--- config.mk ---
export PLATFORM = sky130hd
export DESIGN_NAME = daq_cmd_packer
export DESIGN_NICKNAME = d
export VERILOG_FILES = /design/src/rtl/daq_fifo_pkg.sv /design/src/rtl/sync_word_ram.sv /design/src/rtl/daq_cmd_packer.sv
export SDC_FILE = /design/constraint.sdc
export NUM_CORES = 1
export LEC_CHECK = 0
export CORE_MARGIN = 5
export CORE_UTILIZATION = 60
export DETAILED_ROUTE_END_ITERATION = 7
export PLACE_DENSITY = 0.76
export SKIP_CTS_REPAIR_TIMING = 1
export SYNTH_ARGS = -nofsm -noshare
export SYNTH_HDL_FRONTEND = slang
export SYNTH_HIERARCHICAL = 1
export SYNTH_SLANG_ARGS = --single-unit
--- constraint.sdc ---
create_clock -name clk -period 9.8 [get_ports clk]
set_clock_uncertainty 0.1 [all_clocks]
set_input_delay 2.45 -clock clk [delete_from_list [all_inputs] [get_ports clk]]
set_output_delay 2.45 -clock clk [all_outputs]
set_load 0.02 [all_outputs]
--- src/rtl/daq_fifo_pkg.sv ---
// Widths and constants shared by the DAQ command path and the sample-path FIFO.
package daq_fifo_pkg;

    localparam int BYTE_W = 8;
    localparam int WORD_W = 16;
    localparam logic [BYTE_W-1:0] PAD_BYTE = 8'h00;

    // First byte of a pair always lands in the upper half of the word.
    function automatic logic [WORD_W-1:0] pack_word(input logic [BYTE_W-1:0] hi_byte,
                                                    input logic [BYTE_W-1:0] lo_byte);
        return {hi_byte, lo_byte};
    endfunction

endpackage

--- src/rtl/sync_word_ram.sv ---
// Simple dual-port word store: synchronous write, registered synchronous read.
module sync_word_ram
    import daq_fifo_pkg::*;
#(
    parameter int ADDRESS_WIDTH = 6
) (
    input  logic                     clk,
    input  logic                     clear,
    input  logic                     wr_en,
    input  logic [ADDRESS_WIDTH-1:0] wr_addr,
    input  logic [WORD_W-1:0]        wr_data,
    input  logic                     rd_en,
    input  logic [ADDRESS_WIDTH-1:0] rd_addr,
    output logic [WORD_W-1:0]        rd_data
);

    logic [WORD_W-1:0] mem [0:(1 << ADDRESS_WIDTH)-1];

    always_ff @(posedge clk) begin
        if (wr_en) begin
            mem[wr_addr] <= wr_data;
        end
    end

    // Only the output register is cleared; stale memory contents are unreachable after a clear.
    always_ff @(posedge clk) begin
        if (clear) begin
            rd_data <= '0;
        end else if (rd_en) begin
            rd_data <= mem[rd_addr];
        end
    end

endmodule

--- src/rtl/daq_cmd_packer.sv ---
// Host-to-device command FIFO: packs byte pairs high-first into 16-bit words for the decoder.
module daq_cmd_packer
    import daq_fifo_pkg::*;
#(
    parameter int ADDRESS_WIDTH = 6,
    parameter int FIFO_DEPTH    = 1 << ADDRESS_WIDTH
) (
    input  logic                   clk,
    input  logic                   clear,
    input  logic [BYTE_W-1:0]      data,
    input  logic                   wrreq,
    input  logic                   wrflush,
    output logic                   wrfull,
    output logic [WORD_W-1:0]      q,
    input  logic                   rdreq,
    output logic                   rdempty,
    output logic [ADDRESS_WIDTH:0] usedw,
    output logic                   pending,
    output logic                   overflow
);

    localparam logic [ADDRESS_WIDTH:0] FULL_COUNT = FIFO_DEPTH[ADDRESS_WIDTH:0];

    logic [BYTE_W-1:0]        hi_reg;
    logic [ADDRESS_WIDTH-1:0] wr_ptr;
    logic [ADDRESS_WIDTH-1:0] rd_ptr;
    logic                     accept;
    logic                     commit;
    logic                     load_hi;
    logic                     read_en;
    logic [WORD_W-1:0]        commit_word;

    assign wrfull  = (usedw == FULL_COUNT);
    assign rdempty = (usedw == '0);

    // A flush alongside a byte only matters when no high byte is held: the byte becomes a padded word.
    always_comb begin
        accept      = wrreq & ~wrfull;
        commit      = 1'b0;
        commit_word = '0;
        load_hi     = 1'b0;
        read_en     = rdreq & ~rdempty;
        if (accept) begin
            if (pending) begin
                commit      = 1'b1;
                commit_word = pack_word(hi_reg, data);
            end else if (wrflush) begin
                commit      = 1'b1;
                commit_word = pack_word(data, PAD_BYTE);
            end else begin
                load_hi = 1'b1;
            end
        end else if (wrflush && pending && !wrfull) begin
            commit      = 1'b1;
            commit_word = pack_word(hi_reg, PAD_BYTE);
        end
    end

    always_ff @(posedge clk) begin
        if (clear) begin
            hi_reg   <= '0;
            pending  <= 1'b0;
            overflow <= 1'b0;
            wr_ptr   <= '0;
            rd_ptr   <= '0;
            usedw    <= '0;
        end else begin
            if (load_hi) begin
                hi_reg  <= data;
                pending <= 1'b1;
            end else if (commit) begin
                pending <= 1'b0;
            end
            if (wrreq && wrfull) begin
                overflow <= 1'b1;
            end
            if (commit) begin
                wr_ptr <= wr_ptr + 1'b1;
            end
            if (read_en) begin
                rd_ptr <= rd_ptr + 1'b1;
            end
            if (commit && !read_en) begin
                usedw <= usedw + 1'b1;
            end else if (read_en && !commit) begin
                usedw <= usedw - 1'b1;
            end
        end
    end

    sync_word_ram #(
        .ADDRESS_WIDTH(ADDRESS_WIDTH)
    ) u_ram (
        .clk     (clk),
        .clear   (clear),
        .wr_en   (commit),
        .wr_addr (wr_ptr),
        .wr_data (commit_word),
        .rd_en   (read_en),
        .rd_addr (rd_ptr),
        .rd_data (q)
    );

endmodule

==> results of run 1 <==
[final timing paths]
| check | depth (start not counted) | from | slack (ps) | to |
|---|---|---|---|---|
| max | 8 | wrreq | 4480 | u_ram/mem[2][13] |
| min | 2 | overflow | 390 | overflow |
| max reg2reg | 7 | rd_ptr[2] | 5340 | u_ram/rd_data[12] |
| min reg2reg | 2 | overflow | 390 | overflow |
[cell families (layout without fill, tap and decap cells)]
group / count (synthesis) / after routing / synth area share (%)
flip-flops: 1069 / 1069 / 75.67
AO/OA/AOI/OAI: 345 / 345 / 5.767
multiplexers: 332 / 332 / 12.35
AND/OR/NAND/NOR: 326 / 326 / 4.140
buffers and inverters: 139 / 322 / 1.591
adder cells (fa/ha/maj): 10 / 10 / 0.3111
XOR/XNOR: 8 / 8 / 0.1675
[critical path: stages]
cell and delay, ps:
clkdlybuf4s50_1 570, maj3_1 320, o31ai_4 160, inv_1 260, nor2b_1 300, nand2_1 500, nor2_1 700, buf_4 290
[layer usage]
layer	routed length (um)	track usage (%)	vias to the layer above
met2	45690	39.68	1212
met3	10380	5.390	152
met1	37710	37.58	11330
li1	-	-	9314
met5	0	0	-
met4	3426	9.040	0
[cells in the final DEF, fill, tap and decap left out, types with 27 or more instances in the layout]
cell type / count
edfxtp_1: 1024
nor2_1: 90
nor2b_1: 71
clkdlybuf4s50_1: 38
o31ai_1: 35
o22ai_1: 64
buf_4: 91
clkinv_1: 27
nor3_1: 66
dfxtp_1: 43
o21ai_0: 66
a211oi_1: 67
mux2_2: 193
a22o_1: 32
mux4_2: 128
a22oi_1: 40
clkbuf_16: 103
[area by class of cell]
cell class | instances | area share, %
clock inverters | 60 | 1.254
inverters | 6 | 0.04811
repair buffers | 132 | 2.368
clock buffers | 124 | 5.674
flip-flops and latches | 1069 | 67.63
well taps | 931 | 2.488
multi-input cells | 1021 | 20.54
[per-stage QoR]
stage	hold slack, ps	instance area [um^2]
2_1_floorplan	360.8	41830
3_3_place_gp	363.4	43560
3_5_place_dp	375.4	43560
4_1_cts	394.5	46800
5_1_grt	441.0	46810
6_report	390.9	46810
[power by group through the flow]
stage               logic [mW]  clock network, mW  registers [mW]
floorplan                0.961                  0            5.24
global placement          1.41                  0            5.28
detailed placement        1.42                  0            5.29
CTS                       1.44               3.87            5.19
global route              1.51               4.07            5.20
finish                    1.44               3.82            5.19
==> impl_metrics.env, run 1 <==
export IMPL_status="complete, no violations"
export IMPL_fill_cells=4180
export IMPL_grt_max_degree=193
export IMPL_die_area_um2=75090
export IMPL_fin_util_pct=68.02
export IMPL_diodes=0
export IMPL_wirelength_um=97210
export IMPL_setup_viol=0
export IMPL_p_leak_nw=14.27
export IMPL_clock_power_share_pct=36.5
export IMPL_num_rows=96
export IMPL_finalWorstSetupSlack_ps=4484
export IMPL_nNetsFinal=2353
export IMPL_drive_gt1_share_pct=25.17
export IMPL_ys_types=59
export IMPL_num_vias=22010
export IMPL_routabilityCongestion=0.8643
export IMPL_die_w_um=274.0
export IMPL_grt_pass1_vias=21540
export IMPL_endpoint_kind="register"
export IMPL_die_h_um=274.0
export IMPL_drv_cap=0
export IMPL_drc_errors=0
export IMPL_yosysTopAreaCellShare_pct=73.52
export IMPL_cts_tree="yes"
export IMPL_grt_use_total_pct=25.80
export IMPL_syn_nets=2251
export IMPL_final_hold_violation_count=0
export IMPL_rsz0062_at_grt="false"
export IMPL_worstPathMaxFanout=9
export IMPL_crit_required_ps=10050
export IMPL_multi_input_area_um2=9615
export IMPL_vias_per_cell=6.584
export IMPL_synth_edf_count=1024
export IMPL_hold_path_class="register to register"
export IMPL_power_mw=10.45
export IMPL_cts_sinks=1069
export IMPL_largest_reg_flops=1024
export IMPL_avgSynthCellArea_um2=18.76
export IMPL_netSwitchingFraction_pct=24.90
export IMPL_synthArstFlopShare_pct=0
export IMPL_grt_pass1_wl_um=141900
export IMPL_layout_area_seq_um2=31660
export IMPL_synth_seq_cells=1069
export IMPL_synth_top_area_cell="edfxtp_1"
export IMPL_ys_seq_area_share_pct=75.67
export IMPL_clockRootBuffer="clkbuf_16"
export IMPL_io_buffers=39
export IMPL_period_share_pct=54.25
export IMPL_tns_ps=0
export IMPL_ant_nets=0
export IMPL_synthesis_area_um2=41830
export IMPL_fmax_mhz=188.1
export IMPL_yosys_warnings=6
export IMPL_wl_per_cell_um=29.08
export IMPL_seq_power_share_pct=49.6
export IMPL_placedCellCount=3159
export IMPL_cp_arrival_ps=5560
export IMPL_vdd_drop_max_mv=0.1823
export IMPL_power_switching_mw=2.602
export IMPL_path_clk_slew_ps=60
export IMPL_cts_buffers=101
export IMPL_clock_latency_ps=660
export IMPL_grt_antenna_before_repair=1
export IMPL_core_um2=68830
export IMPL_num_io_pins=40
export IMPL_synth_area_leaders="edfxtp_1 (74%), mux4_2 (6.9%), mux2_2 (5.2%)"
export IMPL_slew_violations=0
export IMPL_start_kind="primary input"
export IMPL_cts_htree_levels=3
export IMPL_area_growth_pct=11.92
export IMPL_ys_flop_type="edfxtp_1"
export IMPL_place_hpwl_um=55560
export IMPL_grt_overflow=0
export IMPL_period_minus_slack_ps=5316
export IMPL_drtIter0Drc=2728
export IMPL_dr_pass1_iters=6
export IMPL_pre_cts_ws_ps=3904
export IMPL_cellPowerDensity_nw_per_um2=223.2
export IMPL_critPathKind="primary input to register"
export IMPL_relSlewSlack_pct=9.107
export IMPL_initial_utilization_pct=60.77
export IMPL_comb_power_share_pct=13.8
export IMPL_stdcell_count=3343
export IMPL_yosysMostFrequentCell="edfxtp_1"
export IMPL_worst_slew_pin_slew_ps=1358
export IMPL_syn_inst=2229
export IMPL_cellInternalPower_mw=7.847
export IMPL_clk_path_buf_depth=3
export IMPL_synthTopCellsByCount="edfxtp_1 (1024), mux2_2 (193), mux4_2 (128)"
No activity file was read; power rests on OpenSTA's default activity.
==> run 2: changes to the inputs <==
clock period = 5 ns   (was 9.8 ns; I/O delays follow)
==> impl_metrics.env, run 2 (same netlist as run 1, synthesis figures left out) <==
export IMPL_crit_required_ps=3650
export IMPL_cp_arrival_ps=2840
export IMPL_grt_pass1_wl_um=145000
export IMPL_area_growth_pct=12.72
export IMPL_tns_ps=0
export IMPL_period_minus_slack_ps=4190
export IMPL_routabilityCongestion=0.8397
export IMPL_cts_tree="yes"
export IMPL_grt_max_degree=99
export IMPL_endpoint_kind="output port"
export IMPL_num_vias=22340
export IMPL_wl_met2_um=46320
export IMPL_cp_cell_sequence="or4_4 > nor3_1 > clkdlybuf4s50_1"
export IMPL_power_switching_mw=5.186
export IMPL_drive_gt1_share_pct=26.31
export IMPL_clock_power_share_pct=36.2
export IMPL_relSlewSlack_pct=17.61
export IMPL_cts_buffers=102
export IMPL_vias_per_cell=6.604
export IMPL_r2r_start="rd_ptr[0]"
export IMPL_setup_viol=0
export IMPL_hold_start="overflow"
export IMPL_vdd_drop_max_mv=0.3383
export IMPL_critPathMaxStageDelay_ps=720
export IMPL_path_buf_inv=1
export IMPL_clock_latency_ps=660
export IMPL_seq_power_share_pct=49.3
export IMPL_crit_family="simple AND/OR/NAND/NOR gates"
export IMPL_cts_sinks=1069
export IMPL_die_h_um=274.0
export IMPL_drc_errors=0
export IMPL_p_leak_nw=14.54
export IMPL_rsz0062_at_grt="false"
export IMPL_core_um2=68830
export IMPL_final_hold_violation_count=0
export IMPL_startpoint="usedw[5]"
export IMPL_highest_layer="met4"
export IMPL_die_w_um=274.0
export IMPL_cellPowerDensity_nw_per_um2=435.8
export IMPL_period_share_pct=83.80
export IMPL_critPathKind="register to output port"
export IMPL_final_cell_mix="edfxtp_1 (1024), mux2_2 (193), mux4_2 (128)"
export IMPL_start_kind="register"
export IMPL_initial_utilization_pct=60.77
export IMPL_wl_met1_um=38520
export IMPL_clockRootBuffer="clkbuf_16"
export IMPL_die_area_um2=75090
export IMPL_drtIter0Drc=3035
export IMPL_hold_path_class="register to register"
export IMPL_cpMaxStageDelayCell="clkdlybuf4s50_1"
export IMPL_cellInternalPower_mw=15.36
export IMPL_netSwitchingFraction_pct=25.24
export IMPL_grt_use_total_pct=26.41
export IMPL_power_mw=20.55
export IMPL_met3WireLength_um=10420
export IMPL_detailed_place_area_um2=43930
export IMPL_worstPathMaxFanout=6
export IMPL_grt_antenna_before_repair=2
export IMPL_wirelength_um=98650
export IMPL_num_rows=96
export IMPL_dr_pass1_iters=6
export IMPL_diodes=0
export IMPL_num_io_pins=40
export IMPL_wl_per_cell_um=29.16
export IMPL_fill_cells=4236
export IMPL_slew_violations=0
export IMPL_finalInstanceArea_um2=47150
export IMPL_nNetsFinal=2392
export IMPL_ant_nets=0
export IMPL_drv_cap=0
export IMPL_worst_slew_pin_slew_ps=1230
export IMPL_path_clk_slew_ps=60
export IMPL_io_buffers=39
export IMPL_place_hpwl_um=58540
export IMPL_final_common_cell="edfxtp_1"
export IMPL_grt_overflow=0
export IMPL_status="complete, no violations"
export IMPL_comb_power_share_pct=14.5
export IMPL_cts_htree_levels=3
export IMPL_largest_reg_flops=1024
export IMPL_clk_path_buf_depth=3
export IMPL_grt_pass1_vias=21970
export IMPL_fmax_mhz=238.7
run 2: cell count changes in the layout (fill, tap and decap cells not counted), sizes merged:
cell and change:
clkinvlp +1, buf +38, inv +3, clkbuf +12
bufinv -3, clkinv -11
run 2: final timing paths:
path / slack (ps) / cells after the start / to
setup / recovery: 810 / 3 / rdempty
hold / removal: 380 / 2 / overflow
setup reg to reg: 1300 / 6 / u_ram/rd_data[10]
hold reg to reg: 380 / 2 / overflow
run 2: final cells by class:
| class | instances | area, um^2 | share of cell area (%) |
|---|---|---|---|
| tap | 931 | 1165 | 2.471 |
| clock inverter | 50 | 469.2 | 0.9952 |
| sequential | 1069 | 31660 | 67.15 |
| inverter | 6 | 22.52 | 0.04777 |
| multi-input combinational | 1021 | 9608 | 20.38 |
| clock buffer | 136 | 2741 | 5.815 |
| timing repair buffer | 170 | 1481 | 3.142 |
run 2: power groups by stage:
stage	Sequential (mW)	Clock, mW	Combinational [mW]
after CTS	10.1	7.52	2.96
after floorplan	10.3	0	1.89
after detailed placement	10.3	0	2.94
final	10.1	7.43	2.98
after global routing	10.2	7.93	3.11
after global placement	10.3	0	2.90
run 2: stage by stage:
step / util (%) / worst slack, ps / hold slack [ps] / instances
final: 68.50 / 810.1 / 382.0 / 3383
after global routing: 68.50 / 778.1 / 432.5 / 3383
after CTS: 68.50 / 839.4 / 383.2 / 3383
after detailed placement: 63.83 / 528.0 / 366.2 / 3197
after global placement: 63.83 / 559.0 / 363.0 / 3197
after floorplan: - / 1192 / 360.8 / 2229
run 2: per-layer routing:
metal	global-route usage, %	vias up
met1	39.66	11510
met3	4.743	150
met2	40.17	1290
li1	-	9388
met4	8.788	0
met5	0	-
run 2: tightest hold or removal path, delay by kind of cell, from the launching register on:
kind             cells  cell delay (ps)
AND/OR/NAND/NOR      1               80
flip-flops           1              330
AO/OA/AOI/OAI        1               40
